### config.mk
export PLATFORM = sky130hd
export DESIGN_NAME = hqm_system_mem_pg_2048x16_ctl
export DESIGN_NICKNAME = d
export VERILOG_FILES = /design/src/rtl/hqm_system_mem_pg_2048x16_ctl.sv
export SDC_FILE = /design/constraint.sdc
export NUM_CORES = 1
export LEC_CHECK = 0
export ABC_CLOCK_PERIOD_IN_PS = 3400
export CORE_ASPECT_RATIO = 1.1
export CORE_MARGIN = 5
export CORE_UTILIZATION = 40
export DETAILED_ROUTE_END_ITERATION = 16
export PLACE_DENSITY = 0.86
export SETUP_SLACK_MARGIN = 0.02
export SLEW_MARGIN = 20
export SYNTH_ARGS = -nofsm -noshare
export SYNTH_HDL_FRONTEND = slang
export SYNTH_SLANG_ARGS = --single-unit
### constraint.sdc
create_clock -name clk -period 3.4 [get_ports clk]
set_input_delay 0.51 -clock clk [delete_from_list [all_inputs] [get_ports clk]]
set_output_delay 0.51 -clock clk [all_outputs]
set_load 0.01 [all_outputs]
### src/rtl/hqm_system_mem_pg_2048x16_ctl.sv
// rtl/hqm_system_mem_pg_2048x16_ctl.sv - power-gated 2048x16 SRAM controller
// Round-robin A/B arbitration, tagged read return and power-gate sequencing.
module hqm_system_mem_pg_2048x16_ctl #(
  parameter int IDLE_LIMIT = 256,
  parameter int ISO_SETTLE = 4,
  parameter int RD_LAT     = 1
) (
  input  logic        clk,
  input  logic        clk_rst,
  input  logic        a_req_v,
  input  logic        a_req_we,
  input  logic [10:0] a_req_addr,
  input  logic [15:0] a_req_wdata,
  output logic        a_req_rdy,
  input  logic        b_req_v,
  input  logic        b_req_we,
  input  logic [10:0] b_req_addr,
  input  logic [15:0] b_req_wdata,
  output logic        b_req_rdy,
  output logic        rsp_v,
  output logic        rsp_id,
  output logic [15:0] rsp_data,
  input  logic        force_on,
  output logic [2:0]  pwr_state,
  output logic        mem_re,
  output logic        mem_we,
  output logic [10:0] mem_addr,
  output logic [15:0] mem_wdata,
  input  logic [15:0] mem_rdata,
  output logic        pgcb_isol_en,
  output logic        pwr_enable_b_in,
  input  logic        pwr_enable_b_out
);

  localparam logic [2:0] OFF     = 3'd0;
  localparam logic [2:0] PWR_UP  = 3'd1;
  localparam logic [2:0] ISO_REL = 3'd2;
  localparam logic [2:0] ON      = 3'd3;
  localparam logic [2:0] ISO_ON  = 3'd4;
  localparam logic [2:0] PWR_DN  = 3'd5;

  logic [2:0]        state, state_nxt;
  logic [3:0]        iso_cnt;
  logic [15:0]       idle_cnt;
  logic              rr_b;
  logic [RD_LAT-1:0] pipe_v, pipe_id;
  logic              on, grant_a, grant_b, grant;

  // rr_b set means B is favoured when both requesters are valid
  assign on      = (state == ON);
  assign grant_a = on && a_req_v && (!b_req_v || !rr_b);
  assign grant_b = on && b_req_v && !grant_a;
  assign grant   = grant_a || grant_b;

  assign a_req_rdy = grant_a;
  assign b_req_rdy = grant_b;
  assign mem_re    = (grant_a && !a_req_we) || (grant_b && !b_req_we);
  assign mem_we    = (grant_a && a_req_we) || (grant_b && b_req_we);
  assign mem_addr  = grant_a ? a_req_addr : (grant_b ? b_req_addr : 11'd0);
  assign mem_wdata = grant_a ? a_req_wdata : (grant_b ? b_req_wdata : 16'd0);

  // Power stays applied through ISO_ON; isolation is released only in ON
  assign pwr_state       = state;
  assign pgcb_isol_en    = !on;
  assign pwr_enable_b_in = !(state == PWR_UP || state == ISO_REL || on || state == ISO_ON);

  always_comb begin
    state_nxt = state;
    case (state)
      OFF:     if (a_req_v || b_req_v || force_on) state_nxt = PWR_UP;
      PWR_UP:  if (!pwr_enable_b_out) state_nxt = ISO_REL;
      ISO_REL: if (iso_cnt == 4'(ISO_SETTLE - 1)) state_nxt = ON;
      ON:      if (!force_on && !grant && (idle_cnt >= 16'(IDLE_LIMIT)) && !(|pipe_v))
                 state_nxt = ISO_ON;
      ISO_ON:  state_nxt = PWR_DN;
      PWR_DN:  if (pwr_enable_b_out) state_nxt = OFF;
      default: state_nxt = OFF;
    endcase
  end

  always_ff @(posedge clk) begin
    if (clk_rst) begin
      state    <= OFF;
      iso_cnt  <= 4'd0;
      idle_cnt <= 16'd0;
      rr_b     <= 1'b0;
      pipe_v   <= '0;
      pipe_id  <= '0;
      rsp_v    <= 1'b0;
      rsp_id   <= 1'b0;
      rsp_data <= 16'd0;
    end else begin
      state   <= state_nxt;
      iso_cnt <= (state == ISO_REL) ? iso_cnt + 4'd1 : 4'd0;
      if (!on || grant || force_on)
        idle_cnt <= 16'd0;
      else if (idle_cnt != 16'hffff)
        idle_cnt <= idle_cnt + 16'd1;
      if (grant)
        rr_b <= grant_a;
      // Read tags travel alongside the SRAM latency; data is captured at the tail
      pipe_v[0]  <= mem_re;
      pipe_id[0] <= grant_b;
      for (int i = 1; i < RD_LAT; i++) begin
        pipe_v[i]  <= pipe_v[i-1];
        pipe_id[i] <= pipe_id[i-1];
      end
      rsp_v <= pipe_v[RD_LAT-1];
      if (pipe_v[RD_LAT-1]) begin
        rsp_id   <= pipe_id[RD_LAT-1];
        rsp_data <= mem_rdata;
      end
    end
  end

endmodule

=== Word level (Yosys, flattened, before mapping) ===
Index checks and enable logic that the tools add are counted.
Widths: inputs -> output; s select.

* Bits in registers: 44
* Word-level logic and storage cells: 71

* $add $sub $neg: 2
* Order comparisons: 1
* Equal/unequal tests: 12
* Muxes and demuxes: 10
* Bitwise operators: 1
* Reduce and logical (&&, ||, !) cells: 36

{| class="wikitable"
|+ Operators by type and width
! operator !! count
|-
| $mux 16 || 2
|-
| $mux 11 || 2
|-
| $pmux 3 s6 || 1
|-
| $add 16x1->16 const B || 1
|-
| $ge 16x9->1 const B || 1
|-
| $ne 16x16->1 const B || 1
|-
| $mux 3 || 5
|-
| $logic_and 1x1->1 || 11
|-
| $logic_or 1x1->1 || 11
|-
| $logic_not 1->1 || 10
|-
| $eq 3x2->1 const B || 2
|-
| $eq 3x3->1 const B || 2
|-
| $ne 2x2->1 const B || 3
|-
| $reduce_and 5->1 || 1
|-
| $add 4x1->4 const B || 1
|-
| $eq 4x2->1 const B || 1
|-
| $ne 2x1->1 const B || 2
|-
| $reduce_or 2->1 || 2
|-
| $eq 3x1->1 const B || 1
|-
| $logic_not 3->1 || 1
|-
| $not 1->1 || 1
|}

=== Depth between registers and ports, before layout ===
* Word-level depth: 12
* Gate-level depth with buffers: 8
* Depth with buffers taken out: 6

=== Worst setup path before layout ===
Ideal clock, no wire load.

* Path kind: flip-flop to output port
* Start: register state[1], in the netlist pwr_state[1]
* End: output port mem_addr[6]
* Arrival time: 1.526 ns
* Path slack: 1.364 ns
* Stages on the path, launching flop included: 9
* Cells stage by stage: dfxtp_1 -> buf_6 -> and3b_1 -> buf_6 -> nand3_1 -> inv_1 -> buf_2 -> buf_2 -> a22o_1

* Longest elaborated chain between the ends: 7

{| class="wikitable"
|+ RTL lines
! what !! RTL line !! RTL
|-
| from (decl) || 42 || <nowiki>logic [2:0] state, state_nxt;</nowiki>
|-
| from (signal assigned) || 93 || <nowiki>state <= state_nxt;</nowiki>
|-
| $eq 3x2->1 (*) || 50 || <nowiki>assign on = (state == ON);</nowiki>
|-
| $logic_and 1x1->1 (2 in series) || 51 || <nowiki>assign grant_a = on && a_req_v && (!b_req_v || !rr_b);</nowiki>
|-
| $logic_not 1->1 || 52 || <nowiki>assign grant_b = on && b_req_v && !grant_a;</nowiki>
|-
| $logic_and 1x1->1 || 52 ||
|-
| $mux 11 || 59 || <nowiki>assign mem_addr = grant_a ? a_req_addr : (grant_b ? b_req_addr : 11'd0);</nowiki>
|-
| $mux 11 (*) || 59 ||
|-
| to (decl) || 27 || <nowiki>output logic [10:0] mem_addr,</nowiki>
|}

Every way passes the cells marked *; elsewhere a longest branch is shown, timed or not.

=== Worst setup path after layout ===
* Start: register state[1], in the netlist pwr_state[1]
* End: output port mem_addr[4]

The elaborated chain is that of the path after synthesis.

==> metrics.log <==
INFO  metric synth.mux.area_fraction = 8.631%
INFO  metric cts_hold_buf = 0
INFO  metric post_synth_cell_types = 48
INFO  metric met2_track_demand_over_resource_in_global_routing = 34.56%
INFO  metric endpoint_kind = output pin
INFO  metric effective_utilization_at_floorplan = between 40% and 50%
INFO  metric post_synth_main_area_contributors = sky130_fd_sc_hd__dfxtp_1 40%, sky130_fd_sc_hd__a22o_1 11%, sky130_fd_sc_hd__mux2i_1 8.6%
INFO  metric synth_top_family_by_area = compound AO/OA/AOI/OAI gates
INFO  metric die_outline_height = 87.84 um
INFO  metric synth_commonest_cells = 44 x sky130_fd_sc_hd__dfxtp_1, 43 x sky130_fd_sc_hd__nor2_1, 28 x sky130_fd_sc_hd__a22o_1
INFO  metric pin_count = 132
INFO  metric post_synth_xor_area_fraction = 3.180%
INFO  metric slew-limit-headroom = 56.65%
INFO  metric routedWlPerCell = ~15 um
INFO  metric combined_global_route_utilization_of_all_metal_layers = 19.08%
INFO  metric drive_above_1_share = 5.177%
INFO  metric netSwitchingFraction = 21.76%
INFO  metric synth-simple-area-share = 19.53%
INFO  metric report.final.slew_viol_count = 0
INFO  metric crit_fanout = 29
INFO  metric clk_path_buf_depth = 2
INFO  metric totalNegativeSetupSlack = 0 ns
INFO  metric synth.net_count = 320
INFO  metric worstPathArrival = about 2.5 ns
INFO  metric clock_sinks = 44
INFO  metric via_count = 2,241
INFO  metric synth_largest_area_cell = sky130_fd_sc_hd__dfxtp_1
INFO  metric synth_fa_ha_area_share = under 10%
INFO  metric max-cap-violations = 0
INFO  metric share_comb_of_total_power = between 10% and 20%
INFO  metric post_synth_instance_area = 0.002203 mm2
INFO  metric fin_worst_skew = 0.007973 ns
INFO  metric met1_track_utilization_from_global_routing = 19.81%
INFO  metric run_status = finished, final reports clean
INFO  metric slew_at_the_pin_closest_to_its_max_slew_limit = 0.6484 ns
INFO  metric worst_ir_drop_vdd = between 0.1 and 0.15 mV
INFO  metric detail_route.wirelength = 6685 um
INFO  metric min-delay-path-class = reg2reg
INFO  metric power.clock.fraction = 31.9%
INFO  metric setup.worst_path.start_class = register
INFO  metric clk-insertion-delay-late = ~0.29 ns
INFO  metric floorplan.die.width = 80.77 um
INFO  metric grt_setup_unrepaired = no
INFO  metric number_of_nets_with_antenna_violations_after_routing = 0
INFO  metric fmax = roughly 0.33 GHz
INFO  metric predominant_post_synthesis_flop_cell = sky130_fd_sc_hd__dfxtp_1
INFO  metric number_of_global_route_vias_before_repair = 2,235
INFO  metric post_cts_resize_count = 0
INFO  metric drtPass1Iterations = 4
INFO  metric fin_nets = 447
INFO  metric final.hold.worst_slack = between 0.4 and 0.5 ns
INFO  metric grt_max_degree = 31
INFO  metric grt.met3_usage = a little over 7%
INFO  metric globalRoute.totalOverflow = 0
INFO  metric cts_buffers = 5
INFO  metric netlist.area_leader.share = 39.98%
INFO  metric timing_worst_setup_path_type = reg2out
INFO  metric fp-row-count = 28
INFO  metric synth-seq-cells = 44
INFO  metric tritoncts = done
INFO  metric post_cts_setup_repair_bufs = 0
INFO  metric synth_compound_gate_area_share = 21.41%
INFO  metric final_hold_viol_count = 0
INFO  metric htree_levels = 2
INFO  metric power_density = 283.2 mW/mm2
INFO  metric yosys.cell_count.top_type = sky130_fd_sc_hd__dfxtp_1
INFO  metric gp_congestion = roughly 0.8
INFO  metric detail_route.vias_per_cell = approximately 5.1
INFO  metric finalWorstPathRequiredPeriod = 3.048 ns
INFO  metric dp_hpwl = 5453 um
INFO  metric yosysSeqAreaShare = 39.98%
INFO  metric drt_iter0_markers = 90
INFO  metric fin_crit_sh = about nine tenths
INFO  metric port-buffer-count = 131
INFO  metric die_area = 0.007094 mm2
INFO  metric drc_errors = 0
INFO  metric static-leakage-power = around 1.3 nW
INFO  metric grt_most_used_layer = met2
INFO  metric clkSlewWorstSetupHoldPaths = 0.07 ns
INFO  metric required = 2.89 ns
INFO  metric setup_violations = 0
INFO  metric seq_power_share = 51.2%
INFO  metric synth_cells = 239
INFO  metric total_switching_power = 0.0002244 W
INFO  metric grt_pass1_wl = 10,540 um
INFO  metric number_of_antenna_violations_at_the_first_check_in_global_routing = 0
INFO  metric number_of_enable_type_register_cells_in_the_synthesized_netlist = 0
INFO  metric core_area = 0.005360 mm2
INFO  metric cts_root_buffer = sky130_fd_sc_hd__clkbuf_8
INFO  metric antenna-diode-count = 0
INFO  metric async_flop_share = 0%
INFO  metric yosys_warning_total = 0
INFO  metric post_synthesis_mean_instance_area = 9.219 um2
INFO  metric flow.area_growth_from_synthesis = 65.25%
INFO  metric p_int = 0.0008067 W
## critical path, cell delays in order (launching register included)
cell,delay (ns)
sky130_fd_sc_hd__dfxtp_1,0.51
sky130_fd_sc_hd__and3b_1,0.41
sky130_fd_sc_hd__nand3_1,0.18
sky130_fd_sc_hd__inv_1,0.09
sky130_fd_sc_hd__buf_4,0.28
sky130_fd_sc_hd__a22o_1,0.24
sky130_fd_sc_hd__clkdlybuf4s50_1,0.55
## sequential cells by signal (all words and copies together), names as in the netlist
register and count:
pipe_id 1, iso_cnt 4, pwr_state 3, rsp_id 1, rr_b 1, idle_cnt 16, rsp_v 1, pipe_v 1
rsp_data 16
## layout by cell type (no fill, tap or decap), types with 2 or more instances in the layout
cell	count
sky130_fd_sc_hd__and3_1	2
sky130_fd_sc_hd__nand3_1	9
sky130_fd_sc_hd__clkbuf_1	2
sky130_fd_sc_hd__clkdlybuf4s50_1	131
sky130_fd_sc_hd__dfxtp_1	44
sky130_fd_sc_hd__inv_1	7
sky130_fd_sc_hd__xnor2_1	2
sky130_fd_sc_hd__clkbuf_8	6
sky130_fd_sc_hd__a31oi_1	3
sky130_fd_sc_hd__a21oi_1	4
sky130_fd_sc_hd__buf_4	4
sky130_fd_sc_hd__nand2_1	7
sky130_fd_sc_hd__o21ai_0	3
sky130_fd_sc_hd__nor2_4	2
sky130_fd_sc_hd__ha_1	3
sky130_fd_sc_hd__nor3_1	5
sky130_fd_sc_hd__xor2_1	6
sky130_fd_sc_hd__a311oi_1	4
sky130_fd_sc_hd__nor2_1	43
sky130_fd_sc_hd__nor2b_1	2
sky130_fd_sc_hd__mux2i_1	19
sky130_fd_sc_hd__or3_1	2
sky130_fd_sc_hd__nand4_1	3
sky130_fd_sc_hd__a22o_1	28
sky130_fd_sc_hd__nor4_1	3
## per-layer routing
layer	part of all wire, %	wire (um)
met4	2.6	177
met3	8.7	583
met5	0	0
met2	52	3479
met1	37	2445
## power by group through the flow
stage	registers (W)	logic (W)	clock network, W
3_5_place_dp	0.000540	0.000175	0
2_1_floorplan	0.000539	0.0000497	0
5_1_grt	0.000530	0.000185	0.000364
3_3_place_gp	0.000540	0.000172	0
4_1_cts	0.000528	0.000175	0.000337
6_report	0.000528	0.000174	0.000329
## stage by stage
step	setup WS, ns	utilization [%]	total power, W	std cells	instance area (um2)
2_1_floorplan	1.364	-	0.0005885	239	2203
3_3_place_gp	0.5504	66.25	0.0007127	434	3551
3_5_place_dp	0.5316	66.25	0.0007155	434	3551
4_1_cts	0.3455	67.93	0.001041	442	3641
5_1_grt	0.1833	67.93	0.001078	442	3641
6_report	0.3521	67.93	0.001031	442	3641
## cell type report
class                      instances  area, um2
multi-input combinational        172       1200
clock buffer                       8      90.09
timing repair buffer             135       1341
sequential                        44      880.8
tap                               75      93.84
inverter                           8      35.03
fill                             429       1719
## worst paths after layout
path	startpoint	to	slack (ns)	depth (start not counted)
min	iso_cnt[0]	iso_cnt[0]	0.46	1
max reg2reg	pwr_state[1]	idle_cnt[15]	1.41	3
max	pwr_state[1]	mem_addr[4]	0.35	6
min reg2reg	iso_cnt[0]	iso_cnt[0]	0.46	1
## cell families after synthesis
family,after synthesis
buffers and inverters,23
XOR/XNOR,8
AO/OA/AOI/OAI,56
flip-flops,44
adder cells (fa/ha/maj),3
multiplexers,19
AND/OR/NAND/NOR,86
Note: power is estimated with default switching activity, not from simulation.
